`config.mk`:
```
export PLATFORM = sky130hd
export DESIGN_NAME = alu_exec_engine
export DESIGN_NICKNAME = d
export VERILOG_FILES = /design/src/rtl/alu_pkg.sv /design/src/rtl/alu_mul_seq.sv /design/src/rtl/alu_exec_engine.sv
export SDC_FILE = /design/constraint.sdc
export NUM_CORES = 1
export LEC_CHECK = 0
export CAP_MARGIN = 5
export CORE_MARGIN = 2
export CORE_UTILIZATION = 45
export DETAILED_ROUTE_END_ITERATION = 8
export PLACE_DENSITY_LB_ADDON = 0.25
export SYNTH_ARGS = -nofsm -noshare
export SYNTH_HDL_FRONTEND = slang
export SYNTH_SLANG_ARGS = --single-unit
```
`constraint.sdc`:
```
create_clock -name clk -period 2.6 [get_ports clk]
set_input_delay 0.26 -clock clk [delete_from_list [all_inputs] [get_ports clk]]
set_output_delay 0.26 -clock clk [all_outputs]
set_load 0.03 [all_outputs]
```
`src/rtl/alu_pkg.sv`:
```
// Shared definitions for the APB ALU: opcodes, execution-stage state encoding
// and the default widths used by the CSR block, the FIFOs and the engine.
package alu_pkg;

    localparam int DEF_OPERATION_SIZE = 2;
    localparam int DEF_DATA_WIDTH     = 16;
    localparam int DEF_FIFO_IN_WIDTH  = DEF_OPERATION_SIZE + 2*DEF_DATA_WIDTH;
    localparam int DEF_FIFO_OUT_WIDTH = 2*DEF_DATA_WIDTH;

    localparam logic [1:0] OP_ADD = 2'b01;
    localparam logic [1:0] OP_MUL = 2'b10;

    typedef enum logic [1:0] {
        IDLE  = 2'd0,
        LOAD  = 2'd1,
        EXEC  = 2'd2,
        WRITE = 2'd3
    } exec_state_e;

endpackage

```
`src/rtl/alu_mul_seq.sv`:
```
// Iterative unsigned shift-add multiplier: one partial product per cycle,
// DATA_WIDTH cycles after start. The product is held until the next start.
module alu_mul_seq
    import alu_pkg::*;
#(
    parameter int DATA_WIDTH = DEF_DATA_WIDTH
) (
    input  logic                    clk,
    input  logic                    rst,
    input  logic                    start,
    input  logic [DATA_WIDTH-1:0]   a,
    input  logic [DATA_WIDTH-1:0]   b,
    output logic                    done,
    output logic [2*DATA_WIDTH-1:0] product
);

    localparam int CntWidth = (DATA_WIDTH > 1) ? $clog2(DATA_WIDTH) : 1;
    localparam logic [CntWidth-1:0] CntLast = CntWidth'(DATA_WIDTH - 1);

    logic [2*DATA_WIDTH-1:0] mcand_q, mcand_d;
    logic [DATA_WIDTH-1:0]   mplier_q, mplier_d;
    logic [2*DATA_WIDTH-1:0] acc_q, acc_d;
    logic [2*DATA_WIDTH-1:0] accStep;
    logic [CntWidth-1:0]     cnt_q, cnt_d;
    logic                    run_q, run_d;

    always_ff @(posedge clk) begin
        if (rst) begin
            mcand_q  <= '0;
            mplier_q <= '0;
            acc_q    <= '0;
            cnt_q    <= '0;
            run_q    <= 1'b0;
        end else begin
            mcand_q  <= mcand_d;
            mplier_q <= mplier_d;
            acc_q    <= acc_d;
            cnt_q    <= cnt_d;
            run_q    <= run_d;
        end
    end

    // product is forwarded from the final step so the caller can latch it in the done cycle
    always_comb begin
        mcand_d  = mcand_q;
        mplier_d = mplier_q;
        acc_d    = acc_q;
        cnt_d    = cnt_q;
        run_d    = run_q;
        accStep  = mplier_q[0] ? (acc_q + mcand_q) : acc_q;
        done     = run_q && (cnt_q == CntLast);
        product  = done ? accStep : acc_q;

        if (start) begin
            mcand_d  = {{DATA_WIDTH{1'b0}}, a};
            mplier_d = b;
            acc_d    = '0;
            cnt_d    = '0;
            run_d    = 1'b1;
        end else if (run_q) begin
            acc_d    = accStep;
            mcand_d  = mcand_q << 1;
            mplier_d = mplier_q >> 1;
            cnt_d    = done ? '0 : (cnt_q + CntWidth'(1));
            run_d    = !done;
        end
    end

endmodule

```
`src/rtl/alu_exec_engine.sv`:
```
// Execution stage of the APB ALU: pops one command from FIFO_IN, computes
// ADD in one cycle or MUL through alu_mul_seq, and pushes the result to FIFO_OUT.
module alu_exec_engine
    import alu_pkg::*;
#(
    parameter int OPERATION_SIZE = DEF_OPERATION_SIZE,
    parameter int DATA_WIDTH     = DEF_DATA_WIDTH,
    parameter int FIFO_IN_WIDTH  = OPERATION_SIZE + 2*DATA_WIDTH,
    parameter int FIFO_OUT_WIDTH = 2*DATA_WIDTH
) (
    input  logic                      clk,
    input  logic                      rst,
    input  logic [FIFO_IN_WIDTH-1:0]  fifo_in_rdata,
    input  logic                      empty_in,
    output logic                      r_en_in,
    input  logic                      full_out,
    output logic                      w_en_out,
    output logic [FIFO_OUT_WIDTH-1:0] fifo_out_wdata,
    output logic                      busy,
    output logic                      op_err
);

    localparam logic [OPERATION_SIZE-1:0] OpAdd = OPERATION_SIZE'(OP_ADD);
    localparam logic [OPERATION_SIZE-1:0] OpMul = OPERATION_SIZE'(OP_MUL);

    exec_state_e state_q, state_d;

    logic [OPERATION_SIZE-1:0] op_q, op_d;
    logic [DATA_WIDTH-1:0]     a_q, a_d;
    logic [DATA_WIDTH-1:0]     b_q, b_d;
    logic [FIFO_OUT_WIDTH-1:0] result_q, result_d;

    logic [OPERATION_SIZE-1:0] cmdOp;
    logic [DATA_WIDTH-1:0]     cmdData0;
    logic [DATA_WIDTH-1:0]     cmdData1;
    logic [DATA_WIDTH:0]       addSum;
    logic                      mulStart;
    logic                      mulDone;
    logic [2*DATA_WIDTH-1:0]   mulProduct;

    assign cmdData0 = fifo_in_rdata[DATA_WIDTH-1:0];
    assign cmdData1 = fifo_in_rdata[2*DATA_WIDTH-1:DATA_WIDTH];
    assign cmdOp    = fifo_in_rdata[FIFO_IN_WIDTH-1 -: OPERATION_SIZE];

    assign addSum         = {1'b0, a_q} + {1'b0, b_q};
    assign fifo_out_wdata = result_q;
    assign busy           = (state_q != IDLE);

    // The multiplier takes its operands straight from the FIFO word during LOAD
    // so that its DATA_WIDTH iterations line up exactly with the EXEC cycles.
    alu_mul_seq #(
        .DATA_WIDTH (DATA_WIDTH)
    ) u_mul (
        .clk     (clk),
        .rst     (rst),
        .start   (mulStart),
        .a       (cmdData0),
        .b       (cmdData1),
        .done    (mulDone),
        .product (mulProduct)
    );

    always_ff @(posedge clk) begin
        if (rst) begin
            state_q  <= IDLE;
            op_q     <= '0;
            a_q      <= '0;
            b_q      <= '0;
            result_q <= '0;
        end else begin
            state_q  <= state_d;
            op_q     <= op_d;
            a_q      <= a_d;
            b_q      <= b_d;
            result_q <= result_d;
        end
    end

    // Unsupported opcodes still produce a zero word so results stay aligned with commands.
    always_comb begin
        state_d  = state_q;
        op_d     = op_q;
        a_d      = a_q;
        b_d      = b_q;
        result_d = result_q;
        r_en_in  = 1'b0;
        w_en_out = 1'b0;
        op_err   = 1'b0;
        mulStart = 1'b0;

        unique case (state_q)
            IDLE: begin
                if (!empty_in) begin
                    r_en_in = 1'b1;
                    state_d = LOAD;
                end
            end
            LOAD: begin
                op_d     = cmdOp;
                a_d      = cmdData0;
                b_d      = cmdData1;
                mulStart = (cmdOp == OpMul);
                state_d  = EXEC;
            end
            EXEC: begin
                if (op_q == OpAdd) begin
                    result_d = FIFO_OUT_WIDTH'(addSum);
                    state_d  = WRITE;
                end else if (op_q == OpMul) begin
                    if (mulDone) begin
                        result_d = FIFO_OUT_WIDTH'(mulProduct);
                        state_d  = WRITE;
                    end
                end else begin
                    result_d = '0;
                    op_err   = 1'b1;
                    state_d  = WRITE;
                end
            end
            WRITE: begin
                if (!full_out) begin
                    w_en_out = 1'b1;
                    state_d  = IDLE;
                end
            end
            default: state_d = IDLE;
        endcase
    end

endmodule

```
==> impl_metrics.yaml <==
outcome:
  violations: "negative setup slack"
  outcome: "finished, violations left"
floorplan:
  start_util: 0.455
  rows: 50
  io-pin-count: 74
  coreArea_um2: 18500
  die_h_um: 141
  die_width_um: 141
  die_area_um2: 19800
yosys:
  yosysWarningCount: 0
  yosys-top-cells-area: "dfxtp_1 36%, mux2i_1 12%, ha_1 8.2%, nor2_1 6.5%, a211oi_1 4.5%"
  yosysTopAreaCell: "dfxtp_1"
  ys.flop_type: "dfxtp_1"
  synth_area_per_cell_um2: 8.73
  syn_area_um2: 8420
  yosysUniqueCellTypes: 66
  ys_ff_latch: 153
  syn_nets: 1060
  syn_inst: 965
  synth_edf_count: 0
  synth_top_area_frac: 0.364
  seq_area_frac_synth: 0.364
  async_flop_share: 0
clock_tree:
  clkTransAtPathRegs_ns: 0.07
  cts_root_buffer: "clkbuf_16"
  cts_sinks: 153
  htree_levels: 4
  cts_tree: "built"
  clock_tree.buffer_depth: 2
  numCtsBuffers: 17
  clk_latency_ns: 0.44
placed_design:
  placed_cell_area_um2: 9880
  pre_cts_ws_ns: -0.205
  portBuffers: 73
  place.gp.congestion: 0.941
  dp_hpwl_um: 16800
power_and_ir_drop:
  power_density_nw_per_um2: 728
  sequentialPowerShare: 0.359
  finalPower_mw: 8.07
  p_int_mw: 5.24
  p_clk_frac: 0.320
  swShare: 0.350
  combPwrFrac: 0.321
  power.leakage_nw: 4.31
  worst_ir_drop_vdd_v: 0.000604
  p_sw_mw: 2.83
timing:
  final_max_slew_viol_count: 0
  setup_tns_ns: -0.163
  finalHoldViolCount: 0
  tightest_slew_ns: 0.683
  hold-worst-slack_ns: 0.296
  setup_ws_ns: -0.0559
  timing.final.crit_share: 1.02
  setup_violations: 7
  relSlewSlack: 0.545
  finalCriticalPeriod_ns: 2.66
  rsz0062_at_grt: "true"
  skew_ns: 0.0124
  max_freq_mhz: 377
cells_and_area:
  final-seq-area_um2: 3100
  fillers: 1614
  nNetsFinal: 1192
  drive_gt1_frac: 0.200
  syn_to_final_growth_pct: 31.6
  design_area_um2: 11100
  antenna_cells: 0
  multi_input_area_um2: 5570
worst_setup_path:
  crit_arrival_ns: 2.95
  cp_slowest_stage_delay_ns: 0.37
  critPathCaptureType: "flip-flop"
  slowest_stage: "a2111oi_2"
  critical_path_peak_fanout: 3
  path_class: "flip-flop to flip-flop"
  required_ns: 2.89
  startpoint_type: "flip-flop"
  crit_path_cell_trace: "ha_4 > fa_2 > a211oi_2 > o21bai_1 > a2111oi_2 > o31ai_1 > a21oi_2 > or2_4 > a311oi_4 > a31oi_1 > o32ai_1"
drt:
  vias: 7572
  drt_iter0_drc: 448
  wl_per_cell_um: 17.7
  drcViolationCount: 0
  ant_nets: 0
  wirelength_um: 23800
  viasPerCell: 5.63
  drt-pass1-iter-count: 5
flow_run:
  maxCapViolCount: 0
worst_hold_path:
  hold_path_class: "input pin to flip-flop"
global_route:
  track_usage: 0.239
  grt_pass1_wl_um: 37600
  first_global_vias: 7228
  gr-usage-met1: 0.311
  top_usage_layer: "met2"
  met3_usage: 0.0421
  grt_max_degree: 63
  grtUsageMet2: 0.399
  antenna_found_initial: 0
  overflow: 0
path summary, 6_finish.rpt:
path | startpoint | to | slack [ns] | depth (start not counted)
setup / recovery | b_q[0] | fifo_out_wdata[16] | -0.06 | 11
hold / removal | rst | op_q[1] | 0.30 | 2
setup reg to reg | b_q[0] | fifo_out_wdata[16] | -0.06 | 11
hold reg to reg | fifo_out_wdata[24] | fifo_out_wdata[24] | 0.45 | 2
worst max-delay path, delay by kind of cell (launching register included):
family,cells,cell delay [ns]
AO/OA/AOI/OAI,8,1.49
adder cells (fa/ha/maj),2,0.52
flip-flops,1,0.34
AND/OR/NAND/NOR,1,0.16
layout make-up:
class / instances / area share
clock buffers: 19 / 0.0400
clock inverters: 13 / 0.0143
inverters: 14 / 0.00474
multi-input cells: 742 / 0.502
flip-flops and latches: 153 / 0.280
well taps: 234 / 0.0264
repair buffers: 169 / 0.132
per-layer routing:
layer / part of all wire / up-vias
met2: 0.47 / 162
li1: - / 3763
met1: 0.46 / 3611
met5: 0 / -
met3: 0.035 / 36
met4: 0.026 / 0
cell usage after synthesis, drive strengths merged (3+ instances only):
master	instances
a211oi	51
a21o	24
a21oi	59
a221oi	3
a22oi	3
a311oi	3
a31oi	11
a32oi	7
a41oi	5
and2	4
and3	3
buf	16
clkbuf	40
dfxtp	153
ha	55
inv	14
mux2	4
mux2i	101
nand2	74
nand2b	5
nand3	18
nand3b	5
nand4	6
nor2	146
nor2b	4
nor3	17
o211ai	3
o21a	6
o21ai	39
o21bai	6
o22ai	3
o31ai	6
or3	3
xnor2	20
xor2	19
power by group through the flow:
| stage | registers (mW) | logic, mW | clock network [mW] |
|---|---|---|---|
| final | 2.90 | 2.59 | 2.58 |
| after global routing | 2.93 | 2.81 | 2.70 |
| after CTS | 2.87 | 2.49 | 2.60 |
| after detailed placement | 2.92 | 2.43 | 0 |
| after global placement | 2.91 | 2.40 | 0 |
| after floorplan | 2.92 | 1.58 | 0 |
sequential cells by signal, indices dropped and copies added, names as in the netlist, 2 cells and up:
register        flops
u_mul.cnt_q         4
a_q                16
fifo_out_wdata     32
b_q                16
op_q                2
u_mul.mplier_q     16
u_mul.mcand_q      32
u_mul.acc_q        32
state_q             2
metrics by stage:
stage                      util  cells
final                     0.598   1344
after global routing      0.598   1344
after CTS                 0.574   1334
after detailed placement  0.534   1298
after global placement    0.534   1298
after floorplan               -    965
cell usage in the layout, fill, tap and decap left out, types with 5 or more instances in the layout:
master / n
nor2_1: 144
dfxtp_1: 132
mux2i_1: 101
buf_4: 95
nand2_1: 74
clkdlybuf4s50_1: 72
a21oi_1: 56
a211oi_1: 44
ha_1: 37
o21ai_0: 25
a21o_1: 24
nand3_1: 18
ha_4: 17
clkbuf_16: 17
xnor2_1: 16
nor3_1: 16
dfxtp_2: 16
inv_1: 14
xor2_1: 14
o21ai_1: 11
a32oi_1: 7
a31oi_1: 7
nand4_1: 6
o21bai_1: 6
a211oi_2: 6
o21a_1: 5
xor2_2: 5
nand2b_1: 5
nand3b_1: 5
dfxtp_4: 5
cell families after synthesis:
kind of cell,share of synthesized area
and+or+nand+nor,0.151
AOI/OAI and AO/OA,0.201
DFF,0.364
muxes,0.125
buffers and inverters,0.0316
adders and majority gates,0.0865
xor gates and xnor gates,0.0406
timing repair:
action,in CTS,in global routing
buffers inserted,4,12
hold buffers,0,0
resized for setup,20,78
pin swaps,18,41
setup endpoints to repair,21,33
Note: power is estimated with default switching activity, not from simulation.
==> patch: new RTL, same flow settings <==
The 4 states of `exec_state_e` get a one-hot encoding in 4 bits.
--- a/src/rtl/alu_pkg.sv
+++ b/src/rtl/alu_pkg.sv
@@ -11,9 +11,9 @@
     localparam logic [1:0] OP_MUL = 2'b10;
 
-    typedef enum logic [1:0] {
-        IDLE  = 2'd0,
-        LOAD  = 2'd1,
-        EXEC  = 2'd2,
-        WRITE = 2'd3
+    typedef enum logic [3:0] {
+        IDLE  = 4'b0001,
+        LOAD  = 4'b0010,
+        EXEC  = 4'b0100,
+        WRITE = 4'b1000
     } exec_state_e;
 
Function: no difference found for any inputs over 4 cycles, from zero or initial values and one cycle with rst high; so few cycles prove little.
==> patch against the original RTL <==
  * The flow still finishes with violations (setup timing)
  * Maximum frequency increased by 1.2%
  * Area after synthesis shrank 0.52%
  * Sequential cell count is 2 higher
  * Count of clock-buffer cells in the layout increased by 1
  * Wire length shrank 0.74%
  * First-iteration DRC count down 3.3%
  * Non-clock buffer count shrank 12
  * Final area is 2.3% lower
  * Critical path depth shrank 1
  * Core utilization about the same
  * Worst setup slack better by 32 ps
  * Hold slack better by 100 ps
  * Critical path type unchanged
  * Critical endpoint is now u_mul.acc_q[27]
Power is not compared: it rests on default switching activity, and its combinational part moved more than twofold at a synthesized area within 25%.
==> patch: results (changes against the original RTL) <==
** Outcome
- Status :: finished with violations
- Failing checks :: setup timing

** Die
- The chip width was 140 um (-0.26%).

** Drt
- Violation count after the first detailed-routing iteration :: 433 (-3.3%)
- Detailed-route wire length per cell :: 17.4 um (-1.8%)
- The vias after detailed routing came to 7680 (+1.4%).

** STA
- Final total negative setup slack :: -54.8 ps (+108 ps)
- Worst Skew :: 8.38 ps (-4.07 ps)
- The relative slew slack was 0.495 (-0.0497).
- The worst path setup slack after routing came to -23.6 ps (+32.3 ps).
- The number of setup violations in the final report was 3 (-4).

** Final layout
- Multi-input combinational area share :: 0.501 (-0.00110)
- Number of inserted diodes :: 0 (unchanged)
- Count of inverters not on the clock network in the layout :: 12 (-2)
- Multi-input combinational cell count :: 773 (+4.2%)
- Count of buffers not belonging to the clock network in the layout :: 157 (-7.1%)
- The proportion of cell area spent on the clock network was 0.0510 (-0.00332).
- Signal buffers share of area :: 0.128 (-0.00468)
- Filler cells :: 1611 (-0.19%)
- Seq area share :: 0.290 (+0.00962)
- Share of layout cells above drive strength 1 :: 0.180 (-0.0202)
- The post-layout instance area is 10800 um^2 (-2.3%).
- The number of standard cells in the layout, taps in and fillers out came to 1358 (+1.0%).
- The number of nets in the layout was 1206 (+1.2%).

** Placed design
- Gp weighted congestion :: 0.872 (-7.4%)
- The post-placement setup slack was -160 ps (+44.6 ps).
- HPWL after DPL :: 16000 um (-4.8%)
- Placed standard-cell area :: 9740 um^2 (-1.4%)
- The placed cell count was 1317 (+1.5%).

** Synthesis
- The net count after synthesis is 1084 (+2.3%).
- Count of unique library cells instantiated by Yosys :: 71 (+7.6%)
- Portion of the post-synthesis area used by sequential elements :: 0.370 (+0.00668)
- The synthesized flop and latch total came to 155 (+1.3%).
- Synth cell count leaders :: dfxtp_1 (155), nand2_1 (131), nor2_1 (116), a21oi_1 (92), mux2i_1 (66)
- Synthesized instance count :: 994 (+3.0%)
- Dominant cells by area after synthesis :: dfxtp_1 (37%), mux2i_1 (7.9%), ha_1 (7.5%), nand2_1 (5.9%), a21oi_1 (5.5%)

** Power
- Switching share of power :: 0.253

** Setup path
- On the critical path, the stage with the largest delay is an instance of a221oi_4.
- Crit. Startpoint :: u_mul.mcand_q[14]
- The kind of cell with the highest combined delay along the critical path is compound AO/OA/AOI/OAI gates.

** Clock network
- Post-cts gate resize count :: 16 (-20%)
- The post-CTS setup buffer count came to 5 (+1).

** Global routing
- Initial antenna violation count :: 0 (unchanged)
- The number of global-route vias before repair came to 7279 (+0.71%).
- The maximum number of pins on one net before global-route repair is 64 (+1.6%).
- Aggregate global-route resource usage :: 0.233 (-0.00609)
## patch: logic make-up (layout without fill, tap and decap cells)
| group | count (synthesis) | in the layout | synth area share |
|---|---|---|---|
| flip-flops | 155 | 155 | 0.370 |
| AND/OR/NAND/NOR | 333 | 333 | 0.175 |
| AO/OA/AOI/OAI | 281 | 281 | 0.219 |
| multiplexers | 71 | 71 | 0.0856 |
| adder cells (fa/ha/maj) | 52 | 52 | 0.0794 |
| XOR/XNOR | 36 | 36 | 0.0376 |
| buffers and inverters | 66 | 201 | 0.0330 |
## patch: final timing paths
| check | end | slack (ps) | cells past startpoint |
|---|---|---|---|
| min | b_q[4] | 400 | 3 |
| max reg2reg | u_mul.acc_q[27] | -20 | 10 |
| max | u_mul.acc_q[27] | -20 | 10 |
| min reg2reg | fifo_out_wdata[22] | 450 | 2 |
## patch: metal layers
layer	global-route usage	part of all wire	routed length, um
met1	0.307	0.46	10800
met2	0.382	0.47	11200
met3	0.0427	0.052	1220
met4	0.0832	0.017	407
met5	0	0	0
